[config.mk]
export PLATFORM = sky130hd
export DESIGN_NAME = sprite_fetch
export DESIGN_NICKNAME = d
export VERILOG_FILES = /design/src/rtl/sprite_pkg.sv /design/src/rtl/sprite_palette.sv /design/src/rtl/sprite_fetch.sv
export SDC_FILE = /design/constraint.sdc
export NUM_CORES = 1
export LEC_CHECK = 0
export ABC_CLOCK_PERIOD_IN_PS = 4100
export CORE_MARGIN = 3
export CORE_UTILIZATION = 42
export CTS_CLUSTER_SIZE = 25
export DETAILED_ROUTE_END_ITERATION = 16
export PLACE_DENSITY = 0.69
export SYNTH_ARGS = -nofsm -noshare
export SYNTH_HDL_FRONTEND = slang
export SYNTH_SLANG_ARGS = --single-unit
[constraint.sdc]
create_clock -name Clk -period 4.1 [get_ports Clk]
set_input_delay 0.615 -clock Clk [delete_from_list [all_inputs] [get_ports Clk]]
set_output_delay 0.615 -clock Clk [all_outputs]
set_load 0.005 [all_outputs]
[src/rtl/sprite_pkg.sv]
// Shared constants for the sprite fetch pipeline.
//   - 24-bit RGB palettes (16 entries each) for Mario, brick and background
//   - transparency key returned for palette index 0
//   - brick box corners used to anchor the brick tile grid
//   - animation state type and the palette lookup helper
package sprite_pkg;

    localparam logic [23:0] KEY_RGB = 24'hFE06FF;

    // Brick box: x 220..310, y 300..320. The tile grid starts one pixel
    // inside the top-left corner.
    localparam int BRICK_X0 = 220;
    localparam int BRICK_X1 = 310;
    localparam int BRICK_Y0 = 300;
    localparam int BRICK_Y1 = 320;

    typedef enum logic {
        ST_STAND = 1'b0,
        ST_WALK  = 1'b1
    } anim_state_t;

    localparam int PAL_MARIO = 0;
    localparam int PAL_BRICK = 1;
    localparam int PAL_BG    = 2;

    localparam logic [23:0] MARIO_PAL [16] = '{
        24'hFE06FF, 24'h000000, 24'hB13425, 24'h6A6B04,
        24'hE39D25, 24'hFFFFFF, 24'hFE6C00, 24'h7F7F7F,
        24'hD82800, 24'hFCBCB0, 24'h0058F8, 24'h3CBCFC,
        24'h00A800, 24'hF8D878, 24'h503000, 24'h881400
    };

    localparam logic [23:0] BRICK_PAL [16] = '{
        24'hFE06FF, 24'h000000, 24'h9C4A00, 24'hFFCEC5,
        24'hC84C0C, 24'hE09050, 24'h884000, 24'h602000,
        24'hFCA044, 24'hA0A0A0, 24'h505050, 24'hFFFFFF,
        24'h7C0800, 24'hB85800, 24'hF0D0B0, 24'h402000
    };

    localparam logic [23:0] BG_PAL [16] = '{
        24'hFE06FF, 24'h5C94FC, 24'hFFFFFF, 24'h3CBCFC,
        24'h00A800, 24'h80D010, 24'h000000, 24'hB8F818,
        24'hA4E4FC, 24'h0058F8, 24'h6888FC, 24'hD8F878,
        24'h58D854, 24'hF8F8F8, 24'h003800, 24'h9290FF
    };

    // Index 0 is always the transparency key, whichever table is selected.
    // The bg ROM should never hold index 0; if it does, the key shows it.
    function automatic logic [23:0] pal_lookup(input int sel, input logic [3:0] idx);
        logic [23:0] c;
        c = KEY_RGB;
        if (idx != 4'd0) begin
            case (sel)
                PAL_MARIO: c = MARIO_PAL[idx];
                PAL_BRICK: c = BRICK_PAL[idx];
                default:   c = BG_PAL[idx];
            endcase
        end
        return c;
    endfunction

endpackage

[src/rtl/sprite_palette.sv]
// Registered 4-bit palette index to 24-bit RGB expansion.
//   clk, rst       : pixel clock, synchronous active-high reset
//   en_i           : pixel visible; when low the registered colour is black
//   idx_i          : palette index from the ROM
//   red_o/green_o/blue_o : registered colour channels
module sprite_palette
    import sprite_pkg::*;
#(
    parameter int PAL_SEL = PAL_MARIO
) (
    input  logic       clk,
    input  logic       rst,
    input  logic       en_i,
    input  logic [3:0] idx_i,
    output logic [7:0] red_o,
    output logic [7:0] green_o,
    output logic [7:0] blue_o
);

    logic [23:0] rgb_d;
    logic [23:0] rgb_q;

    always_comb begin
        rgb_d = 24'h000000;
        if (en_i) begin
            rgb_d = pal_lookup(PAL_SEL, idx_i);
        end
    end

    always_ff @(posedge clk) begin
        if (rst) begin
            rgb_q <= '0;
        end else begin
            rgb_q <= rgb_d;
        end
    end

    assign red_o   = rgb_q[23:16];
    assign green_o = rgb_q[15:8];
    assign blue_o  = rgb_q[7:0];

endmodule

[src/rtl/sprite_fetch.sv]
// Three-stage sprite/tile fetch pipeline for the VGA renderer.
//   Clk, Reset              : pixel clock, synchronous active-high reset
//   DrawX, DrawY, blank, VS : raster position, visible flag, vsync (active-low)
//   BallX/Y, Ball_size_X/Y  : Mario centre and half-extents
//   logx                    : horizontal scroll offset
//   mario_left, mario_walk  : facing / walking, latched once per video frame
//   *_addr / *_q            : synchronous ROM addresses and returned indices
//   *_mariodata, *_brickdata, *_bgdata : palette-expanded RGB
//   DrawX_d, DrawY_d, blank_d : raster info aligned with the RGB outputs
module sprite_fetch
    import sprite_pkg::*;
#(
    parameter int MARIO_W      = 16,
    parameter int MARIO_H      = 32,
    parameter int MARIO_FRAMES = 3,
    parameter int ANIM_DIV     = 6,
    parameter int TILE         = 16
) (
    input  logic       Clk,
    input  logic       Reset,
    input  logic [9:0] DrawX,
    input  logic [9:0] DrawY,
    input  logic       blank,
    input  logic       VS,
    input  logic [9:0] BallX,
    input  logic [9:0] BallY,
    input  logic [9:0] Ball_size_X,
    input  logic [9:0] Ball_size_Y,
    input  logic [5:0] logx,
    input  logic       mario_left,
    input  logic       mario_walk,
    output logic [$clog2(MARIO_W*MARIO_H*MARIO_FRAMES)-1:0] mario_addr,
    output logic [$clog2(TILE*TILE)-1:0] brick_addr,
    output logic [$clog2(TILE*TILE)-1:0] bg_addr,
    input  logic [3:0] mario_q,
    input  logic [3:0] brick_q,
    input  logic [3:0] bg_q,
    output logic [7:0] red_mariodata,
    output logic [7:0] green_mariodata,
    output logic [7:0] blue_mariodata,
    output logic [7:0] red_brickdata,
    output logic [7:0] green_brickdata,
    output logic [7:0] blue_brickdata,
    output logic [7:0] red_bgdata,
    output logic [7:0] green_bgdata,
    output logic [7:0] blue_bgdata,
    output logic [9:0] DrawX_d,
    output logic [9:0] DrawY_d,
    output logic       blank_d
);

    localparam int MA_W = $clog2(MARIO_W*MARIO_H*MARIO_FRAMES);
    localparam int TA_W = $clog2(TILE*TILE);
    localparam int TW   = $clog2(TILE);
    localparam int FR_W = (MARIO_FRAMES > 1) ? $clog2(MARIO_FRAMES) : 1;
    localparam int DV_W = (ANIM_DIV > 1) ? $clog2(ANIM_DIV) : 1;

    // ---------------- frame boundary and animation ----------------
    // vs_q resets to 1 so a VS already high out of reset is not an edge.
    // The edge latches the facing/walk flags and arms bnd_q; the FSM then
    // acts on the latched walk flag one cycle later.
    logic              vs_q;
    logic              vs_rise;
    logic              bnd_q;
    logic              left_q, left_d;
    logic              walk_q, walk_d;
    anim_state_t       state_q, state_d;
    logic [FR_W-1:0]   frame_q, frame_d;
    logic [DV_W-1:0]   div_q, div_d;

    assign vs_rise = VS & ~vs_q;

    always_comb begin
        left_d  = left_q;
        walk_d  = walk_q;
        state_d = state_q;
        frame_d = frame_q;
        div_d   = div_q;
        if (vs_rise) begin
            left_d = mario_left;
            walk_d = mario_walk;
        end
        if (bnd_q) begin
            if (!walk_q) begin
                state_d = ST_STAND;
                frame_d = '0;
                div_d   = '0;
            end else begin
                // Entering WALK counts as the first divider tick.
                state_d = ST_WALK;
                if (div_q == DV_W'(ANIM_DIV-1)) begin
                    div_d   = '0;
                    frame_d = (frame_q == FR_W'(MARIO_FRAMES-1)) ? '0 : frame_q + 1'b1;
                end else begin
                    div_d = div_q + 1'b1;
                end
            end
        end
    end

    always_ff @(posedge Clk) begin
        if (Reset) begin
            vs_q    <= 1'b1;
            bnd_q   <= 1'b0;
            left_q  <= 1'b0;
            walk_q  <= 1'b0;
            state_q <= ST_STAND;
            frame_q <= '0;
            div_q   <= '0;
        end else begin
            vs_q    <= VS;
            bnd_q   <= vs_rise;
            left_q  <= left_d;
            walk_q  <= walk_d;
            state_q <= state_d;
            frame_q <= frame_d;
            div_q   <= div_d;
        end
    end

    // ---------------- S1: register inputs, local coordinates ----------------
    logic [9:0]    lx_s1, ly_s1;
    logic [10:0]   bgx_sum, brx_sum, bry_diff;
    logic [9:0]    drawx_p1, drawy_p1;
    logic          blank_p1;
    logic [9:0]    lx_p1, ly_p1;
    logic          mario_in_p1;
    logic [TW-1:0] bg_row_p1, bg_col_p1, br_row_p1, br_col_p1;

    // Scroll sum kept at 11 bits so DrawX+logx never truncates before the modulo.
    always_comb begin
        lx_s1    = DrawX - BallX + Ball_size_X - 10'd1;
        ly_s1    = DrawY - BallY + Ball_size_Y - 10'd1;
        bgx_sum  = {1'b0, DrawX} + {5'b0, logx};
        brx_sum  = bgx_sum - 11'(BRICK_X0 + 1);
        bry_diff = {1'b0, DrawY} - 11'(BRICK_Y0 + 1);
    end

    always_ff @(posedge Clk) begin
        if (Reset) begin
            drawx_p1    <= '0;
            drawy_p1    <= '0;
            blank_p1    <= 1'b0;
            lx_p1       <= '0;
            ly_p1       <= '0;
            mario_in_p1 <= 1'b0;
            bg_row_p1   <= '0;
            bg_col_p1   <= '0;
            br_row_p1   <= '0;
            br_col_p1   <= '0;
        end else begin
            drawx_p1    <= DrawX;
            drawy_p1    <= DrawY;
            blank_p1    <= blank;
            lx_p1       <= lx_s1;
            ly_p1       <= ly_s1;
            mario_in_p1 <= (lx_s1 < 10'(MARIO_W)) && (ly_s1 < 10'(MARIO_H));
            bg_row_p1   <= TW'(DrawY % 10'(TILE));
            bg_col_p1   <= TW'(bgx_sum % 11'(TILE));
            br_row_p1   <= TW'(bry_diff % 11'(TILE));
            br_col_p1   <= TW'(brx_sum % 11'(TILE));
        end
    end

    // ---------------- S2: ROM addresses ----------------
    logic [9:0]      col_s2;
    logic [MA_W-1:0] mario_addr_d;
    logic [TA_W-1:0] brick_addr_d, bg_addr_d;
    logic [MA_W-1:0] mario_addr_q;
    logic [TA_W-1:0] brick_addr_q, bg_addr_q;
    logic [9:0]      drawx_p2, drawy_p2;
    logic            blank_p2;

    always_comb begin
        col_s2       = left_q ? (10'(MARIO_W-1) - lx_p1) : lx_p1;
        mario_addr_d = '0;
        if (mario_in_p1) begin
            mario_addr_d = MA_W'(frame_q) * MA_W'(MARIO_W*MARIO_H)
                         + MA_W'(ly_p1) * MA_W'(MARIO_W) + MA_W'(col_s2);
        end
        brick_addr_d = TA_W'(br_row_p1) * TA_W'(TILE) + TA_W'(br_col_p1);
        bg_addr_d    = TA_W'(bg_row_p1) * TA_W'(TILE) + TA_W'(bg_col_p1);
    end

    always_ff @(posedge Clk) begin
        if (Reset) begin
            mario_addr_q <= '0;
            brick_addr_q <= '0;
            bg_addr_q    <= '0;
            drawx_p2     <= '0;
            drawy_p2     <= '0;
            blank_p2     <= 1'b0;
        end else begin
            mario_addr_q <= mario_addr_d;
            brick_addr_q <= brick_addr_d;
            bg_addr_q    <= bg_addr_d;
            drawx_p2     <= drawx_p1;
            drawy_p2     <= drawy_p1;
            blank_p2     <= blank_p1;
        end
    end

    assign mario_addr = mario_addr_q;
    assign brick_addr = brick_addr_q;
    assign bg_addr    = bg_addr_q;

    // ---------------- S3: palette expansion ----------------
    logic [9:0] drawx_p3, drawy_p3;
    logic       blank_p3;

    always_ff @(posedge Clk) begin
        if (Reset) begin
            drawx_p3 <= '0;
            drawy_p3 <= '0;
            blank_p3 <= 1'b0;
        end else begin
            drawx_p3 <= drawx_p2;
            drawy_p3 <= drawy_p2;
            blank_p3 <= blank_p2;
        end
    end

    sprite_palette #(.PAL_SEL(PAL_MARIO)) u_pal_mario (
        .clk(Clk), .rst(Reset), .en_i(blank_p2), .idx_i(mario_q),
        .red_o(red_mariodata), .green_o(green_mariodata), .blue_o(blue_mariodata)
    );

    sprite_palette #(.PAL_SEL(PAL_BRICK)) u_pal_brick (
        .clk(Clk), .rst(Reset), .en_i(blank_p2), .idx_i(brick_q),
        .red_o(red_brickdata), .green_o(green_brickdata), .blue_o(blue_brickdata)
    );

    sprite_palette #(.PAL_SEL(PAL_BG)) u_pal_bg (
        .clk(Clk), .rst(Reset), .en_i(blank_p2), .idx_i(bg_q),
        .red_o(red_bgdata), .green_o(green_bgdata), .blue_o(blue_bgdata)
    );

    assign DrawX_d = drawx_p3;
    assign DrawY_d = drawy_p3;
    assign blank_d = blank_p3;

endmodule

# Word-level counts from Yosys, hierarchy flattened
# Memories as Yosys holds them, arrays and structs flattened.
# Index checks and enable logic that the tools add are counted.
# word_totals
mem_bits_ro,1152
mem_count,3
input_bits,84
ff_bits,205
word_cells,93
out_inout_bits,120
# classes
eq_ne,3
order_cmp,5
reduce_logical,10
add_sub_neg,16
n_bitwise,10
n_mux,15
# mem_list
memory,depth,width,rd,rd_ports_with_merged_regs,wr,line_no,source
(no name shown),16,24,1,0,0,sprite_pkg.sv:54,PAL_MARIO: c = MARIO_PAL[idx];
(no name shown),16,24,1,0,0,sprite_pkg.sv:55,PAL_BRICK: c = BRICK_PAL[idx];
(no name shown),16,24,1,0,0,sprite_pkg.sv:56,default: c = BG_PAL[idx];
# op_table
op,count
24-bit two-way mux,9
10-bit adder,2
10-bit by 1-bit subtractor with 10-bit output (second input constant),2
10-bit subtractor,2
8-bit by 4-bit adder with 8-bit output,2
5-bit greater-or-equal comparator (second input constant),3
4-bit inverter with 5-bit output,3
4-bit nonzero test,3
11-bit by 10-bit adder with 11-bit output,1
11-bit adder,1
10-bit by 5-bit less-than comparator with 1-bit output (second input constant),1
10-bit by 6-bit less-than comparator with 1-bit output (second input constant),1
10-bit two-way mux,1
4-bit by 10-bit subtractor with 10-bit output (first input constant),1
3-bit OR reduction,3
4-bit subtractor (second input constant),2
2-bit two-way mux,3
3-bit two-way mux,2
1-bit inverter,6
4-bit adder,1
2-bit OR reduction,2
3-bit by 1-bit adder with 3-bit output (second input constant),1
3-bit equality test (second input constant),1
2-bit by 1-bit adder with 2-bit output (second input constant),1
other kinds (5),5

# Logic depth before layout (Yosys ltp)
# Gate-level depths: netlist of the first run.
# logic_depth
word_depth,5
mapped_depth,12
depth_no_buf,12

# Modules after synthesis
# From an unflattened synthesis of the first run, not the netlist that was laid out.
# unflattened
cells_unflattened,887
area_unflattened_um2,8514.4
# modules_own_cells
mod,area_each_um2,seq_area_each_um2,instances,cells_per_inst
sprite_fetch,5327.6,2502.4,1,535
sprite_palette at u_pal_mario,1114.8,460.4,1,124
sprite_palette at u_pal_brick,1087.3,460.4,1,121
sprite_palette at u_pal_bg,984.7,400.4,1,107

# Least setup slack after synthesis of the first run
# Ideal clock, no wire load.
# synth_timing
path_type,input to register
startpoint,in DrawX[1]
endpoint,reg mario_in_p1
t_required_ns,4.013
path_slack_ns,1.130
path_stages,11
t_arrival_ns,2.883
setup_time_ns,0.087
n_path_buf,0
path_cell_list,inv_1 fa_1 inv_1 ha_1 fa_1 a21o_1 a21oi_1 xor2_1 o2111ai_1 nor4bb_1 nor4b_2
# synth_via
elab_chain_len,5
# synth_lines
item,line_no,source
start: declaration,sprite_fetch.sv:21,"input logic [9:0] DrawX,"
10-bit subtractor,sprite_fetch.sv:132,lx_s1 = DrawX - BallX + Ball_size_X - 10'd1;
10-bit adder,sprite_fetch.sv:132,
10-bit by 1-bit subtractor with 10-bit output,sprite_fetch.sv:132,
10-bit by 5-bit less-than comparator with 1-bit output,sprite_fetch.sv:157,mario_in_p1 <= (lx_s1 < 10'(MARIO_W)) && (ly_s1 < 10'(MARIO_H));
1-bit logical AND,sprite_fetch.sv:157,
end signal: assignment,sprite_fetch.sv:157,
end: declaration,sprite_fetch.sv:127,logic mario_in_p1;
# No other way between the ends.
# A chain may end at the register's enable or synchronous reset.

# Worst setup path after layout of the first run
# Ends and elaborated chain as after synthesis.

==> flow_metrics.env, run 1 <==
export IMPL_status="finished, final reports clean"
export IMPL_syn_num_nets=1050
export IMPL_worst_slew_pin_slew_ps=970
export IMPL_dieWidth_um=147
export IMPL_grt_max_degree=99
export IMPL_power_density_mw_per_mm2=410
export IMPL_drc=0
export IMPL_gp_congestion=0.868
export IMPL_cts_hold_buffers=0
export IMPL_grt_antenna_before_repair=0
export IMPL_synthXorXnorAreaFrac=0.0412
export IMPL_rsz0062_at_grt="no"
export IMPL_first_pass_iters=4
export IMPL_fin_skew_ps=16.2
export IMPL_max_cap_violations=0
export IMPL_synthSimpleGateAreaFrac=0.164
export IMPL_holdPathStages=1
export IMPL_critPathMaxFanout=3
export IMPL_ir_drop_mv=0.305
export IMPL_crit_chain="clkdlybuf4s50_1, inv_1, fa_1, inv_1, ha_1, fa_1, a21o_1, a21oi_1, xor2_1, o2111ai_1, nor4bb_1, nor4b_2"
export IMPL_crit_required_ps=4450
export IMPL_avgSynthCellArea_sq_um=9.36
export IMPL_crit_slowest_cell="clkdlybuf4s50_1"
export IMPL_cp_end_kind="register"
export IMPL_synth_top_area_cell="dfxtp_1"
export IMPL_fmax_ghz=0.292
export IMPL_die_area_sq_mm=0.0215
export IMPL_startpoint="DrawX[1]"
export IMPL_worstHoldStart="drawy_p1[3]"
export IMPL_worst_path_largest_cell_delay_ps=540
export IMPL_cts_sinks=191
export IMPL_p_leak_nw=4.68
export IMPL_syn_area_sq_mm=0.00830
export IMPL_cts_tree="built"
export IMPL_grt_pass1_vias=5862
export IMPL_synth_mux_area_frac=0.0128
export IMPL_start_util=0.435
export IMPL_synth_main_ff_cell="dfxtp_1"
export IMPL_synth_edff_count=0
export IMPL_root_buffer="clkbuf_16"
export IMPL_setup_tns_ps=0
export IMPL_insertion_delay_ps=440
export IMPL_yosysSeqAreaShare=0.461
export IMPL_grt_remaining_overflow=0
export IMPL_path_class="input port to register"
export IMPL_startpoint_type="input port"
export IMPL_total_power_mw=4.55
export IMPL_ios=204
export IMPL_clkTransAtPathRegs_ps=80
export IMPL_ys_ff_latch=191
export IMPL_area_growth_pct=33.7
export IMPL_dp_final_hpwl_um=13500
export IMPL_finalMaxSlewViolations=0
export IMPL_holdCritPathClass="register to register"
export IMPL_rows=50
export IMPL_post_cts_setup_buffers=0
export IMPL_synthDistinctLibCells=58
export IMPL_synth_top_family_by_area="simple AND/OR/NAND/NOR gates"
export IMPL_clockBufferDepth=2
export IMPL_synth_top_area_frac=0.461
export IMPL_period_share=0.835
export IMPL_maxSlewHeadroom=0.353
export IMPL_synth_warnings=0
export IMPL_layout_drive_gt1_share=0.0455
export IMPL_grt_pass1_wl_um=28500
export IMPL_vias_per_cell=4.63
export IMPL_num_vias=6189
export IMPL_ys_top_cells_by_area="dfxtp_1 46%, ha_1 8.4%, fa_1 5.5%"
export IMPL_critPathBufInv=3
export IMPL_r2r_cells=12
export IMPL_netlist_instances=887
export IMPL_drtIter0Drc=228
export IMPL_worstPathArrival_ps=3770
export IMPL_io_buffers=201
export IMPL_cts_htree_levels=4
export IMPL_cts_buffers=17
export IMPL_n_antenna_cell=0
export IMPL_routed_wl_um=17600
export IMPL_async_flop_share=0
export IMPL_hold_slack_ps=433
export IMPL_ctsResizeCount=0
export IMPL_path_depth=12
export IMPL_routedWlPerCell_um=13.2
export IMPL_drtAntennaViolNets=0
export IMPL_min_period_ps=3420
export IMPL_die_height_um=147
export IMPL_synthAdderAreaFrac=0.140
export IMPL_grtUsageTotal=0.164
export IMPL_hold_viol_final=0
export IMPL_synth_compound_area_frac=0.111
export IMPL_coreArea_sq_mm=0.0191
export IMPL_r2r_start="lx_p1[4]"
export IMPL_cpLargestDelayFamily="adder cells"
export IMPL_setup_viol=0
export IMPL_final_nets=1226
synth_stat cells (2+ instances only):
library cell / n
nand2_1: 55
mux2_2: 3
or3_1: 2
inv_1: 93
fa_1: 23
o21a_1: 4
o22ai_1: 3
a31oi_1: 7
ha_1: 56
clkbuf_1: 33
a21o_1: 9
o211ai_1: 4
o21bai_1: 4
dfxtp_1: 191
nand3b_1: 2
nor3_1: 13
and3_1: 5
a21oi_1: 51
clkinv_1: 3
mux2i_1: 5
a311oi_1: 4
nor2_1: 101
nor2b_1: 68
o2111ai_1: 3
a211oi_1: 11
o21ai_0: 20
xor2_1: 8
o31ai_1: 2
buf_4: 10
a221oi_1: 5
nand3_1: 7
and2_1: 8
xnor2_1: 31
a22oi_1: 3
or2_2: 2
nand2b_1: 10
buf_1: 7
logic make-up after synthesis:
logic type | Yosys count
simple gates | 280
flops | 191
buf+inv | 146
compound gates | 143
fa+ha+maj | 79
xor+xnor | 39
mux | 9
metrics by stage:
step	setup slack [ps]	util	instance area [sq um]	instances
global route	380	0.582	11100	1336
CTS	666	0.582	11100	1336
detailed placement	220	0.548	10500	1304
floorplan	1130	-	8300	887
global placement	345	0.548	10500	1304
finish	677	0.582	11100	1336
cell usage in the layout (no fill, tap or decap), types with 11 or more instances in the layout:
cell type and n:
clkdlybuf4s50_1 200, dfxtp_1 191, nor2_1 101, inv_1 93, nor2b_1 68, ha_1 56
nand2_1 55, a21oi_1 51, xnor2_1 31, fa_1 23, o21ai_0 20, clkbuf_16 17
nor3_1 13, a211oi_1 11
layer usage:
metal / routed length [um] / part of all wire / vias up / GRT usage
li1: - / - / 3209 / -
met5: 0 / 0 / - / 0
met3: 1730 / 0.098 / 9 / 0.0705
met1: 7640 / 0.43 / 2788 / 0.199
met2: 8120 / 0.46 / 183 / 0.269
met4: 151 / 0.0086 / 0 / 0.0400
power by group:
group,leakage (nW),internal [mW],switching (mW),total [mW]
clock,0.309,0.861,0.863,1.72
combinational,2.81,0.418,0.424,0.842
sequential,1.56,1.95,0.0367,1.99
total,4.68,3.23,1.32,4.55
sequential cells by signal (all words and copies together), names as in the netlist, 3 cells and up:
register / count
u_pal_brick.rgb_q: 23
u_pal_mario.rgb_q: 23
u_pal_bg.rgb_q: 20
mario_addr: 11
DrawX_d: 10
DrawY_d: 10
drawx_p1: 10
drawx_p2: 10
drawy_p1: 10
lx_p1: 10
brick_addr: 8
bg_addr: 7
drawy_p2: 7
ly_p1: 7
bg_col_p1: 4
br_col_p1: 4
br_row_p1: 4
div_q: 3
path summary, 6_finish.rpt:
kind	to	slack, ps
worst max register to register	mario_addr[10]	1650
worst min register to register	drawy_p2[3]	430
worst min-delay path	drawy_p2[3]	430
worst max-delay path	mario_in_p1	680
area by class of cell:
| class | count | area, sq um |
|---|---|---|
| Clock buffer | 17 | 425 |
| Clock inverter | 15 | 216 |
| Fill cell | 1704 | 7990 |
| Inverter | 96 | 360 |
| Multi-Input combinational cell | 550 | 3890 |
| Sequential cell | 191 | 3820 |
| Tap cell | 260 | 325 |
| Timing Repair Buffer | 207 | 2050 |
(Power assumes the default switching activity.)
==> run 2: changes to the inputs <==
--- a/config.mk
+++ b/config.mk
@@ -5,12 +5,12 @@
 export SDC_FILE = /design/constraint.sdc
 export NUM_CORES = 1
 export LEC_CHECK = 0
-export ABC_CLOCK_PERIOD_IN_PS = 4100
+export ABC_CLOCK_PERIOD_IN_PS = 2770
 export CORE_MARGIN = 3
 export CORE_UTILIZATION = 42
 export CTS_CLUSTER_SIZE = 25
 export DETAILED_ROUTE_END_ITERATION = 16
-export PLACE_DENSITY = 0.69
+export PLACE_DENSITY = 0.71
 export SYNTH_ARGS = -nofsm -noshare
 export SYNTH_HDL_FRONTEND = slang
 export SYNTH_SLANG_ARGS = --single-unit
==> constraint.sdc (replaced) <==
create_clock -name Clk -period 2.77 [get_ports Clk]
set_input_delay 0.4155 -clock Clk [delete_from_list [all_inputs] [get_ports Clk]]
set_output_delay 0.4155 -clock Clk [all_outputs]
set_load 0.005 [all_outputs]
==> flow_metrics.env, run 2 (synthesized netlist as in run 1, its figures left out) <==
export IMPL_rows=50
export IMPL_first_pass_iters=4
export IMPL_holdCritPathClass="input port to register"
export IMPL_place_area_sq_mm=0.0108
export IMPL_num_vias=6475
export IMPL_routedWlPerCell_um=13.6
export IMPL_fin_skew_ps=12.8
export IMPL_grt_pass1_wl_um=30400
export IMPL_die_height_um=147
export IMPL_nFillCells=1631
export IMPL_final_nets=1283
export IMPL_placed_cells_incl_taps=1352
export IMPL_multi_input_area_sq_mm=0.00404
export IMPL_io_buffers=201
export IMPL_grtUsageTotal=0.173
export IMPL_cts_sinks=191
export IMPL_grt_remaining_overflow=0
export IMPL_cts_tree="built"
export IMPL_worstHoldStart="DrawX[3]"
export IMPL_worstPathArrival_ps=3030
export IMPL_vias_per_cell=4.64
export IMPL_drtIter0Drc=196
export IMPL_cts_htree_levels=4
export IMPL_cts_buffers=17
export IMPL_final_seq_area_sq_mm=0.00382
export IMPL_min_to="drawx_p1[3]"
export IMPL_setup_viol=0
export IMPL_r2r_cells=12
export IMPL_layout_drive_gt1_share=0.120
export IMPL_cp_common_cell="inv_1"
export IMPL_setup_tns_ps=0
export IMPL_root_buffer="clkbuf_16"
export IMPL_min_period_ps=2690
export IMPL_die_area_sq_mm=0.0215
export IMPL_holdPathStages=3
export IMPL_drtAntennaViolNets=0
export IMPL_r2r_start="lx_p1[4]"
export IMPL_crit_slowest_cell="fa_2"
export IMPL_grt_max_degree=77
export IMPL_max_cap_violations=0
export IMPL_critPathMaxFanout=2
export IMPL_power_density_mw_per_mm2=595
export IMPL_top_regs="u_pal_brick.rgb_q x23, u_pal_mario.rgb_q x23, u_pal_bg.rgb_q x20"
export IMPL_crit_chain="clkdlybuf4s50_1, inv_1, fa_2, inv_1, ha_1, a21o_1, a221oi_4, xnor2_2, nor4bb_2, nor4b_2"
export IMPL_fmax_ghz=0.371
export IMPL_ff2ff_setup_slack_ps=360
export IMPL_startpoint_type="input port"
export IMPL_final_cell_mix="191 x dfxtp_1, 186 x clkdlybuf4s50_1, 101 x nor2_1"
export IMPL_area_growth_pct=40.6
export IMPL_design_area_sq_mm=0.0117
export IMPL_r2r_end="mario_addr[10]"
export IMPL_clkTransAtPathRegs_ps=80
export IMPL_final_common_cell="dfxtp_1"
export IMPL_period_share=0.972
export IMPL_status="finished, final reports clean"
export IMPL_place_ws_ps=-759
export IMPL_gp_congestion=0.858
export IMPL_clockBufferDepth=2
export IMPL_p_leak_nw=5.05
export IMPL_grt_pass1_vias=6277
export IMPL_instances_no_fill=1394
export IMPL_ios=204
export IMPL_insertion_delay_ps=430
export IMPL_dieWidth_um=147
export IMPL_ir_drop_mv=0.444
export IMPL_crit_required_ps=3110
export IMPL_final_setup_worst_slack_ps=76.8
export IMPL_drc=0
export IMPL_grt_antenna_before_repair=1
export IMPL_start_util=0.435
export IMPL_maxSlewHeadroom=0.481
export IMPL_finalMaxSlewViolations=0
export IMPL_path_class="input port to register"
export IMPL_routed_wl_um=19000
export IMPL_post_route_util=0.612
export IMPL_coreArea_sq_mm=0.0191
export IMPL_hold_viol_final=0
export IMPL_cp_end_kind="register"
export IMPL_dp_final_hpwl_um=14300
export IMPL_total_power_mw=6.94
export IMPL_worst_path_largest_cell_delay_ps=600
export IMPL_worst_slew_pin_slew_ps=779
export IMPL_hold_slack_ps=292
## run 2: cell type report
class / count / area share
diodes: 1 / 0.000214
clock buffers: 17 / 0.0365
clock inverters: 15 / 0.0173
inverters: 96 / 0.0309
multi-input cells: 550 / 0.346
flip-flops and latches: 191 / 0.328
well taps: 260 / 0.0279
repair buffers: 264 / 0.214
## run 2: worst max-delay path: cells and delay by family
| family | cells | cell delay (ps) |
|---|---|---|
| fa+ha+maj | 2 | 880 |
| buf+inv | 3 | 550 |
| simple gates | 2 | 530 |
| compound gates | 2 | 510 |
| xor+xnor | 1 | 140 |
## run 2: worst max-delay path by stage
stage	from	slack [ps]	endpoint
after global routing	Ball_size_Y[2]	-20	mario_in_p1
after CTS	DrawY[2]	10	mario_in_p1
after floorplan	DrawX[1]	2	mario_in_p1
final	Ball_size_Y[2]	80	mario_in_p1
after global placement	DrawX[1]	-650	mario_in_p1
after detailed placement	DrawX[1]	-760	mario_in_p1
## run 2: report_power, final
part / internal, mW / total [mW] / switching (mW)
clock network: 1.25 / 2.48 / 1.23
logic: 0.803 / 1.52 / 0.714
registers: 2.89 / 2.94 / 0.0560
## run 2: metal layers
| layer | up-vias | wire length, um | track usage |
|---|---|---|---|
| li1 | 3330 | - | - |
| met1 | 2910 | 8120 | 0.210 |
| met2 | 221 | 9120 | 0.294 |
| met3 | 14 | 1600 | 0.0652 |
| met4 | 0 | 144 | 0.0357 |
| met5 | - | 0 | 0 |
## run 2: timing repair
action	in CTS	in global routing
endpoints found under the setup margin	2	1
gates resized for setup	16	32
cloned	0	0
pin swaps	9	20
hold endpoints to repair	0	0
buffers inserted	3	6
hold buffers	0	0
